--- config.mk ---
export PLATFORM = sky130hd
export DESIGN_NAME = fpu_muldiv_seq
export DESIGN_NICKNAME = d
export VERILOG_FILES = /design/src/rtl/fpu_muldiv_seq.sv
export SDC_FILE = /design/constraint.sdc
export NUM_CORES = 1
export LEC_CHECK = 0
export CAP_MARGIN = 20
export CELL_PAD_IN_SITES_DETAIL_PLACEMENT = 1
export CELL_PAD_IN_SITES_GLOBAL_PLACEMENT = 2
export CORE_UTILIZATION = 36
export CTS_CLUSTER_SIZE = 30
export DETAILED_ROUTE_END_ITERATION = 10
export PLACE_DENSITY = 0.89
export SKIP_CTS_REPAIR_TIMING = 1
export SYNTH_ARGS = -nofsm -noshare
export SYNTH_HDL_FRONTEND = slang
export SYNTH_SLANG_ARGS = --single-unit
--- constraint.sdc ---
create_clock -name clk -period 6.6 [get_ports clk]
set_clock_uncertainty 0.1 [all_clocks]
set_input_delay 1.98 -clock clk [delete_from_list [all_inputs] [get_ports clk]]
set_output_delay 1.98 -clock clk [all_outputs]
set_load 0.02 [all_outputs]
--- src/rtl/fpu_muldiv_seq.sv ---
// Iterative IEEE-754 multiply/divide unit: shift-add multiply, restoring divide, RNE rounding.
// Optional FPU_STICKY_FLAGS_EN adds flags_clr / sticky_flags accumulation over completed results.
module fpu_muldiv_seq #(
    parameter int EXP_W = 11,
    parameter int MAN_W = 52,
    localparam int W = 1 + EXP_W + MAN_W
) (
    input  logic         clk,
    input  logic         rst_n,
    input  logic         in_valid,
    output logic         in_ready,
    input  logic         op,
    input  logic [W-1:0] a,
    input  logic [W-1:0] b,
    output logic         out_valid,
    input  logic         out_ready,
    output logic [W-1:0] result,
    output logic         overflow,
    output logic         underflow,
    output logic         invalid,
    output logic         div_by_zero
`ifdef FPU_STICKY_FLAGS_EN
    ,
    input  logic         flags_clr,
    output logic [3:0]   sticky_flags
`endif
);

    // Handshakes: a transfer happens on a rising edge where valid and ready are both high;
    // in_ready depends only on state, and out_valid/result/flags hold until out_ready.
    localparam int SIG_W    = MAN_W + 1;
    localparam int EW2      = EXP_W + 2;
    localparam int ITER_MUL = SIG_W;
    localparam int ITER_DIV = SIG_W + 2;
    localparam int CNT_W    = $clog2(ITER_DIV + 1);

    localparam logic signed [EW2-1:0] BIAS_S   = EW2'((1 << (EXP_W - 1)) - 1);
    localparam logic signed [EW2-1:0] EXP_MAX  = EW2'((1 << EXP_W) - 1);
    localparam logic signed [EW2-1:0] EXP_ONE  = EW2'(1);
    localparam logic signed [EW2-1:0] EXP_ZERO = EW2'(0);

    typedef enum logic [2:0] {
        S_IDLE    = 3'd0,
        S_CALC    = 3'd1,
        S_NORM    = 3'd2,
        S_SPECIAL = 3'd3,
        S_DONE    = 3'd4
    } state_t;

    state_t state_q, state_d;

    logic step_en, norm_en, spec_en, done_st, accept;

    logic                  op_q, sign_q;
    logic                  a_zero_q, a_inf_q, a_nan_q;
    logic                  b_zero_q, b_inf_q, b_nan_q;
    logic signed [EW2-1:0] exp_q;
    logic [CNT_W-1:0]      cnt_q;
    logic [SIG_W:0]        hi_q;
    logic [SIG_W+1:0]      lo_q;
    logic [SIG_W-1:0]      dv_q;

    logic [W-1:0]          result_q;
    logic [3:0]            flags_q;
    logic                  out_valid_q;

    // Operand classification at the accept edge
    logic [EXP_W-1:0] a_exp, b_exp;
    logic             a_all1, b_all1, a_exp0, b_exp0, a_fnz, b_fnz, in_special;
    logic signed [EW2-1:0] ea_s, eb_s, exp_start;

    assign a_exp  = a[W-2 -: EXP_W];
    assign b_exp  = b[W-2 -: EXP_W];
    assign a_all1 = &a_exp;
    assign b_all1 = &b_exp;
    assign a_exp0 = ~|a_exp;
    assign b_exp0 = ~|b_exp;
    assign a_fnz  = |a[MAN_W-1:0];
    assign b_fnz  = |b[MAN_W-1:0];
    assign in_special = a_all1 | b_all1 | a_exp0 | b_exp0;
    assign ea_s = $signed({2'b00, a_exp});
    assign eb_s = $signed({2'b00, b_exp});
    assign exp_start = op ? (ea_s - eb_s + BIAS_S) : (ea_s + eb_s - BIAS_S);
    assign accept = in_valid & in_ready;

    // FSM: state register
    always_ff @(posedge clk or negedge rst_n) begin
        if (!rst_n) state_q <= S_IDLE;
        else        state_q <= state_d;
    end

    // FSM: next state
    always_comb begin
        state_d = state_q;
        unique case (state_q)
            S_IDLE:    if (accept) state_d = in_special ? S_SPECIAL : S_CALC;
            S_CALC:    if (cnt_q == '0) state_d = S_NORM;
            S_NORM:    state_d = S_DONE;
            S_SPECIAL: state_d = S_DONE;
            S_DONE:    if (out_valid_q && out_ready) state_d = S_IDLE;
            default:   state_d = S_IDLE;
        endcase
    end

    // FSM: outputs
    always_comb begin
        in_ready = 1'b0;
        step_en  = 1'b0;
        norm_en  = 1'b0;
        spec_en  = 1'b0;
        done_st  = 1'b0;
        unique case (state_q)
            S_IDLE:    in_ready = 1'b1;
            S_CALC:    step_en  = 1'b1;
            S_NORM:    norm_en  = 1'b1;
            S_SPECIAL: spec_en  = 1'b1;
            S_DONE:    done_st  = 1'b1;
            default:   ;
        endcase
    end

    // One iteration of the shared mantissa datapath
    logic [SIG_W:0] mul_add;
    logic [SIG_W:0] div_diff, div_rem;
    logic           div_ge;

    always_comb begin
        mul_add  = lo_q[0] ? ({1'b0, hi_q[SIG_W-1:0]} + {1'b0, dv_q}) : {1'b0, hi_q[SIG_W-1:0]};
        div_ge   = hi_q >= {1'b0, dv_q};
        div_diff = hi_q - {1'b0, dv_q};
        div_rem  = div_ge ? div_diff : hi_q;
    end

    always_ff @(posedge clk or negedge rst_n) begin
        if (!rst_n) begin
            op_q     <= 1'b0;
            sign_q   <= 1'b0;
            a_zero_q <= 1'b0;
            a_inf_q  <= 1'b0;
            a_nan_q  <= 1'b0;
            b_zero_q <= 1'b0;
            b_inf_q  <= 1'b0;
            b_nan_q  <= 1'b0;
            exp_q    <= '0;
            cnt_q    <= '0;
            hi_q     <= '0;
            lo_q     <= '0;
            dv_q     <= '0;
        end else if (accept) begin
            op_q     <= op;
            sign_q   <= a[W-1] ^ b[W-1];
            a_zero_q <= a_exp0;
            a_inf_q  <= a_all1 & ~a_fnz;
            a_nan_q  <= a_all1 & a_fnz;
            b_zero_q <= b_exp0;
            b_inf_q  <= b_all1 & ~b_fnz;
            b_nan_q  <= b_all1 & b_fnz;
            exp_q    <= exp_start;
            cnt_q    <= op ? CNT_W'(ITER_DIV - 1) : CNT_W'(ITER_MUL - 1);
            if (op) begin
                hi_q <= {2'b01, a[MAN_W-1:0]};
                lo_q <= '0;
                dv_q <= {1'b1, b[MAN_W-1:0]};
            end else begin
                hi_q <= '0;
                lo_q <= {3'b001, b[MAN_W-1:0]};
                dv_q <= {1'b1, a[MAN_W-1:0]};
            end
        end else if (step_en) begin
            cnt_q <= cnt_q - CNT_W'(1);
            if (op_q) begin
                hi_q <= div_rem << 1;
                lo_q <= {lo_q[SIG_W:0], div_ge};
            end else begin
                hi_q <= {1'b0, mul_add[SIG_W:1]};
                lo_q <= {2'b00, mul_add[0], lo_q[SIG_W-1:1]};
            end
        end
    end

    // Normalise (at most one bit), round to nearest even, then range-check
    logic [2*SIG_W-1:0]    prod;
    logic [SIG_W-1:0]      mant;
    logic [SIG_W:0]        mant_r;
    logic [MAN_W-1:0]      frac_r;
    logic                  guard, sticky, round_up, norm_ovf, norm_unf;
    logic signed [EW2-1:0] exp_n, exp_r;
    logic [W-1:0]          norm_result;

    always_comb begin
        prod   = {hi_q[SIG_W-1:0], lo_q[SIG_W-1:0]};
        mant   = '0;
        guard  = 1'b0;
        sticky = 1'b0;
        exp_n  = exp_q;
        if (!op_q) begin
            if (prod[2*SIG_W-1]) begin
                mant   = prod[2*SIG_W-1 -: SIG_W];
                guard  = prod[SIG_W-1];
                sticky = |prod[SIG_W-2:0];
                exp_n  = exp_q + EXP_ONE;
            end else begin
                mant   = prod[2*SIG_W-2 -: SIG_W];
                guard  = prod[SIG_W-2];
                sticky = |prod[SIG_W-3:0];
            end
        end else begin
            // Quotient MSB has weight 2^0; a zero there means A's significand was below B's
            if (lo_q[SIG_W+1]) begin
                mant   = lo_q[SIG_W+1:2];
                guard  = lo_q[1];
                sticky = lo_q[0] | (|hi_q);
            end else begin
                mant   = lo_q[SIG_W:1];
                guard  = lo_q[0];
                sticky = |hi_q;
                exp_n  = exp_q - EXP_ONE;
            end
        end
        round_up = guard & (sticky | mant[0]);
        mant_r   = {1'b0, mant} + {{SIG_W{1'b0}}, round_up};
        if (mant_r[SIG_W]) begin
            frac_r = mant_r[MAN_W:1];
            exp_r  = exp_n + EXP_ONE;
        end else begin
            frac_r = mant_r[MAN_W-1:0];
            exp_r  = exp_n;
        end
        norm_ovf = exp_r >= EXP_MAX;
        norm_unf = !norm_ovf && (exp_r <= EXP_ZERO);
        if (norm_ovf)      norm_result = {sign_q, {EXP_W{1'b1}}, {MAN_W{1'b0}}};
        else if (norm_unf) norm_result = {sign_q, {(W-1){1'b0}}};
        else               norm_result = {sign_q, exp_r[EXP_W-1:0], frac_r};
    end

    // Exceptional operands; NaN takes priority over every other case
    logic         spec_nan, spec_inf, spec_dbz;
    logic [W-1:0] spec_result;

    always_comb begin
        spec_nan = a_nan_q | b_nan_q |
                   (~op_q & ((a_zero_q & b_inf_q) | (a_inf_q & b_zero_q))) |
                   ( op_q & ((a_zero_q & b_zero_q) | (a_inf_q & b_inf_q)));
        spec_inf = op_q ? (a_inf_q | b_zero_q) : (a_inf_q | b_inf_q);
        spec_dbz = op_q & b_zero_q & ~a_zero_q & ~a_inf_q & ~spec_nan;
        if (spec_nan)      spec_result = {1'b0, {EXP_W{1'b1}}, 1'b1, {(MAN_W-1){1'b0}}};
        else if (spec_inf) spec_result = {sign_q, {EXP_W{1'b1}}, {MAN_W{1'b0}}};
        else               spec_result = {sign_q, {(W-1){1'b0}}};
    end

    // Output registers; flags_q = {div_by_zero, invalid, underflow, overflow}
    always_ff @(posedge clk or negedge rst_n) begin
        if (!rst_n) begin
            result_q    <= '0;
            flags_q     <= '0;
            out_valid_q <= 1'b0;
        end else begin
            if (norm_en) begin
                result_q <= norm_result;
                flags_q  <= {2'b00, norm_unf, norm_ovf};
            end else if (spec_en) begin
                result_q <= spec_result;
                flags_q  <= {spec_dbz, spec_nan, 2'b00};
            end
            out_valid_q <= done_st & ~(out_valid_q & out_ready);
        end
    end

    assign out_valid   = out_valid_q;
    assign result      = result_q;
    assign overflow    = flags_q[0];
    assign underflow   = flags_q[1];
    assign invalid     = flags_q[2];
    assign div_by_zero = flags_q[3];

`ifdef FPU_STICKY_FLAGS_EN
    // Bits raised by the completing result survive a simultaneous clear
    logic [3:0] sticky_q;

    always_ff @(posedge clk or negedge rst_n) begin
        if (!rst_n) sticky_q <= '0;
        else        sticky_q <= (flags_clr ? 4'b0000 : sticky_q) |
                                ((out_valid_q & out_ready) ? flags_q : 4'b0000);
    end

    assign sticky_flags = sticky_q;
`endif

endmodule

==> impl_metrics.toml <==
[min_path]
whs_path_depth = 2
hold_class = "reg2reg"
hold-path-endpoint = "result[4]"
hold_path_startpoint = "result[4]"

[global_routing]
grt_antenna_before_repair = 3
grt_pass1_vias = 26800
grt_overflow = 0
grt_first_pass_wirelength_um = 167000
grt_max_degree = 141
grt.total_usage_pct = 29.1

[cts]
cts.htree.levels = 2
clk_pin_slew_ps = 60
cts_buffers = 36
cts.sinks = 261
clockBufferDepth = 3
clock_latency_ps = 560
cts_root_buf = "clkbuf_16"
cts_tree = "done"

[drt]
routed_wl_um = 109000
drc = 0
postRouteAntennaNets = 0
vias = 26800
vias_per_cell = 6.06
firstDrtPassIters = 7
drt_iter0_drc = 2160
wl_per_cell_um = 24.7

[power_and_ir_drop]
leakagePower_nw = 12.0
ir_drop_v = 0.000312
powerDensity_mw_per_mm2 = 609

[logic_synthesis]
synth_edf_count = 0
async_reset_ff_share_pct = 100
seq_area_frac_synth_pct = 25.0
synth-adder-area-share_pct = 7.26
synth_warnings = 0
yosysUniqueCellTypes = 93
synth-compound-area-share_pct = 24.5
synth_area_mm2 = 0.0261
netlist_instances = 3405
syn_nets = 3687
synthMuxAreaShare_pct = 8.59
postSynthAreaPerCell_um2 = 7.66
synth_area_leaders = "dfrtp_1 (25%), mux2i_1 (7.9%), ha_1 (7.0%)"
yosys_most_used_dff = "dfrtp_1"
synth_top_family_by_area = "compound AO/OA/AOI/OAI gates"
synth_top_area_share_pct = 25.0
synth.most_common_cell = "nand2_1"
yosys.area.top_type = "dfrtp_1"
synth_xor_xnor_area_share_pct = 7.05
synthTopCellsByCount = "nand2_1 (375), o21ai_0 (320), dfrtp_1 (261)"
yosys.area_share.simple_pct = 21.5
ys_ff_latch = 261

[setup_path]
endpoint_kind = "register"
critPathSlowestCell = "dfrtp_4"
critical-path-max-stage-delay_ps = 750
ff2ff_path_depth = 13
worstPathMaxFanout = 41
cp_common_cell = "buf_4"
crit_chain = "buf_4 > nand4_1 > o22ai_1 > nand3_1 > nor3_1 > and4_1 > buf_4 > nand4b_1 > a21oi_1 > nand2b_4 > a211oi_4 > nand2_2 > o21ai_0"
reg2reg_slack_ps = 1070
worstSetupPathType = "reg2reg"
crit_arrival_ps = 5890
cp.required_ps = 6970
start_kind = "register"
r2r_end = "result[8]"
r2r_start = "op_q"

[placed_design]
place_congestion = 0.973
portBuffers = 202
post-dp-hpwl_um = 81500

[job]
max-cap-violations = 0

[layout]
final_util_pct = 42.0
drive_above_1_share_pct = 5.56
fillers = 8761
multi_input_area_mm2 = 0.0180
nets = 3730
area_delta_synth_final_pct = 15.3
regArea_mm2 = 0.00654
n_antenna_cell = 0

[timing]
setup_viol = 0
fmax_mhz = 181
tightest_slew_ps = 1210
finalMaxSlewViolations = 0
hold_viol_final = 0
fin_crit_ps = 5530
rsz0062_at_grt = "false"
slew_headroom_pct = 18.3
fin_tns_setup_ps = 0
final.period_utilization_pct = 83.8

[floorplanning]
die_area_mm2 = 0.0735
design.core.area_mm2 = 0.0716
io-pin-count = 203
start_util_pct = 36.4
dieHeight_um = 271
rows = 98
die_w_um = 271

[status]
run_status = "complete, no violations"
==> placed cells by master, fill, tap and decap left out, types with 20 or more instances in the layout <==
master,n
xnor2_1,149
clkbuf_16,37
nand2_1,372
nand4_1,46
nand3_1,88
a22o_1,26
mux2i_1,207
buf_4,57
and3_1,20
nor2_1,202
dfrtp_1,257
ha_1,145
nand3b_1,58
xor2_1,61
a21oi_1,249
nor3_1,87
nand2b_1,29
o21bai_1,37
inv_1,151
o21ai_1,22
o211ai_1,22
clkdlybuf4s50_1,200
a211oi_1,72
nor4_1,78
o21ai_0,320
o31ai_1,23
a21o_1,29
a31oi_1,36
nor2b_1,54
==> power breakdown <==
| part | leakage (nW) | internal (mW) | switching [mW] |
|---|---|---|---|
| clock | 0.579 | 1.21 | 0.822 |
| sequential | 3.27 | 2.25 | 1.31 |
| combinational | 8.20 | 4.86 | 7.86 |
==> cells by family after synthesis <==
kind of cell               after synthesis
DFF                                    261
xor gates and xnor gates               210
and+or+nand+nor                       1131
AOI/OAI and AO/OA                     1015
buffers and inverters                  417
adders and majority gates              149
muxes                                  222
==> through the flow <==
stage	hold WS (ps)	total power [mW]	cells	setup slack, ps	instance area (um^2)
final	384	18.3	4424	1070	30100
after global routing	411	19.6	4424	647	30100
after CTS	390	18.1	4423	1160	30100
after detailed placement	375	16.0	4359	586	28900
after global placement	362	15.8	4359	664	28900
after floorplan	347	12.1	3405	1400	26100
==> worst max path at each step <==
stage                        start         end  slack (ps)  depth (start not counted)
after floorplan              a[52]   exp_q[10]        1400                         15
after global placement       b[52]   exp_q[10]         660                         15
after detailed placement     b[52]   exp_q[10]         590                         15
after CTS                 hi_q[52]   result[8]        1160                         11
after global routing      hi_q[52]  result[10]         650                         13
final                         op_q   result[8]        1070                         13
==> flip-flops by register name, summed over array words and instances, names as in the netlist, 3 cells and up <==
| register | cells |
|---|---|
| result | 64 |
| lo_q | 55 |
| hi_q | 54 |
| dv_q | 53 |
| exp_q | 13 |
| cnt_q | 6 |
| flags_q | 4 |
| state_q | 3 |
==> metal layers <==
metal	vias up	track usage (%)	share of wire, %	wire length (um)
li1	12400	-	-	-
met1	13400	39.6	44	48500
met2	822	46.4	45	49500
met3	194	5.35	6.9	7560
met4	4	9.58	3.3	3590
met5	-	0	0.020	22
==> critical path: cells and delay by family, from the launching register on <==
family / cells / cell delay, ps
buf+inv: 2 / 730
simple gates: 7 / 2030
flops: 1 / 750
compound gates: 4 / 1780
==> area by class of cell <==
| class | count | share of cell area, % |
|---|---|---|
| clock inverters | 11 | 0.420 |
| clock buffers | 53 | 3.58 |
| repair buffers | 265 | 8.52 |
| flip-flops and latches | 261 | 21.8 |
| inverters | 157 | 1.96 |
| well taps | 950 | 3.95 |
| multi-input cells | 2727 | 59.8 |
Power figures use the tool's default switching activity.
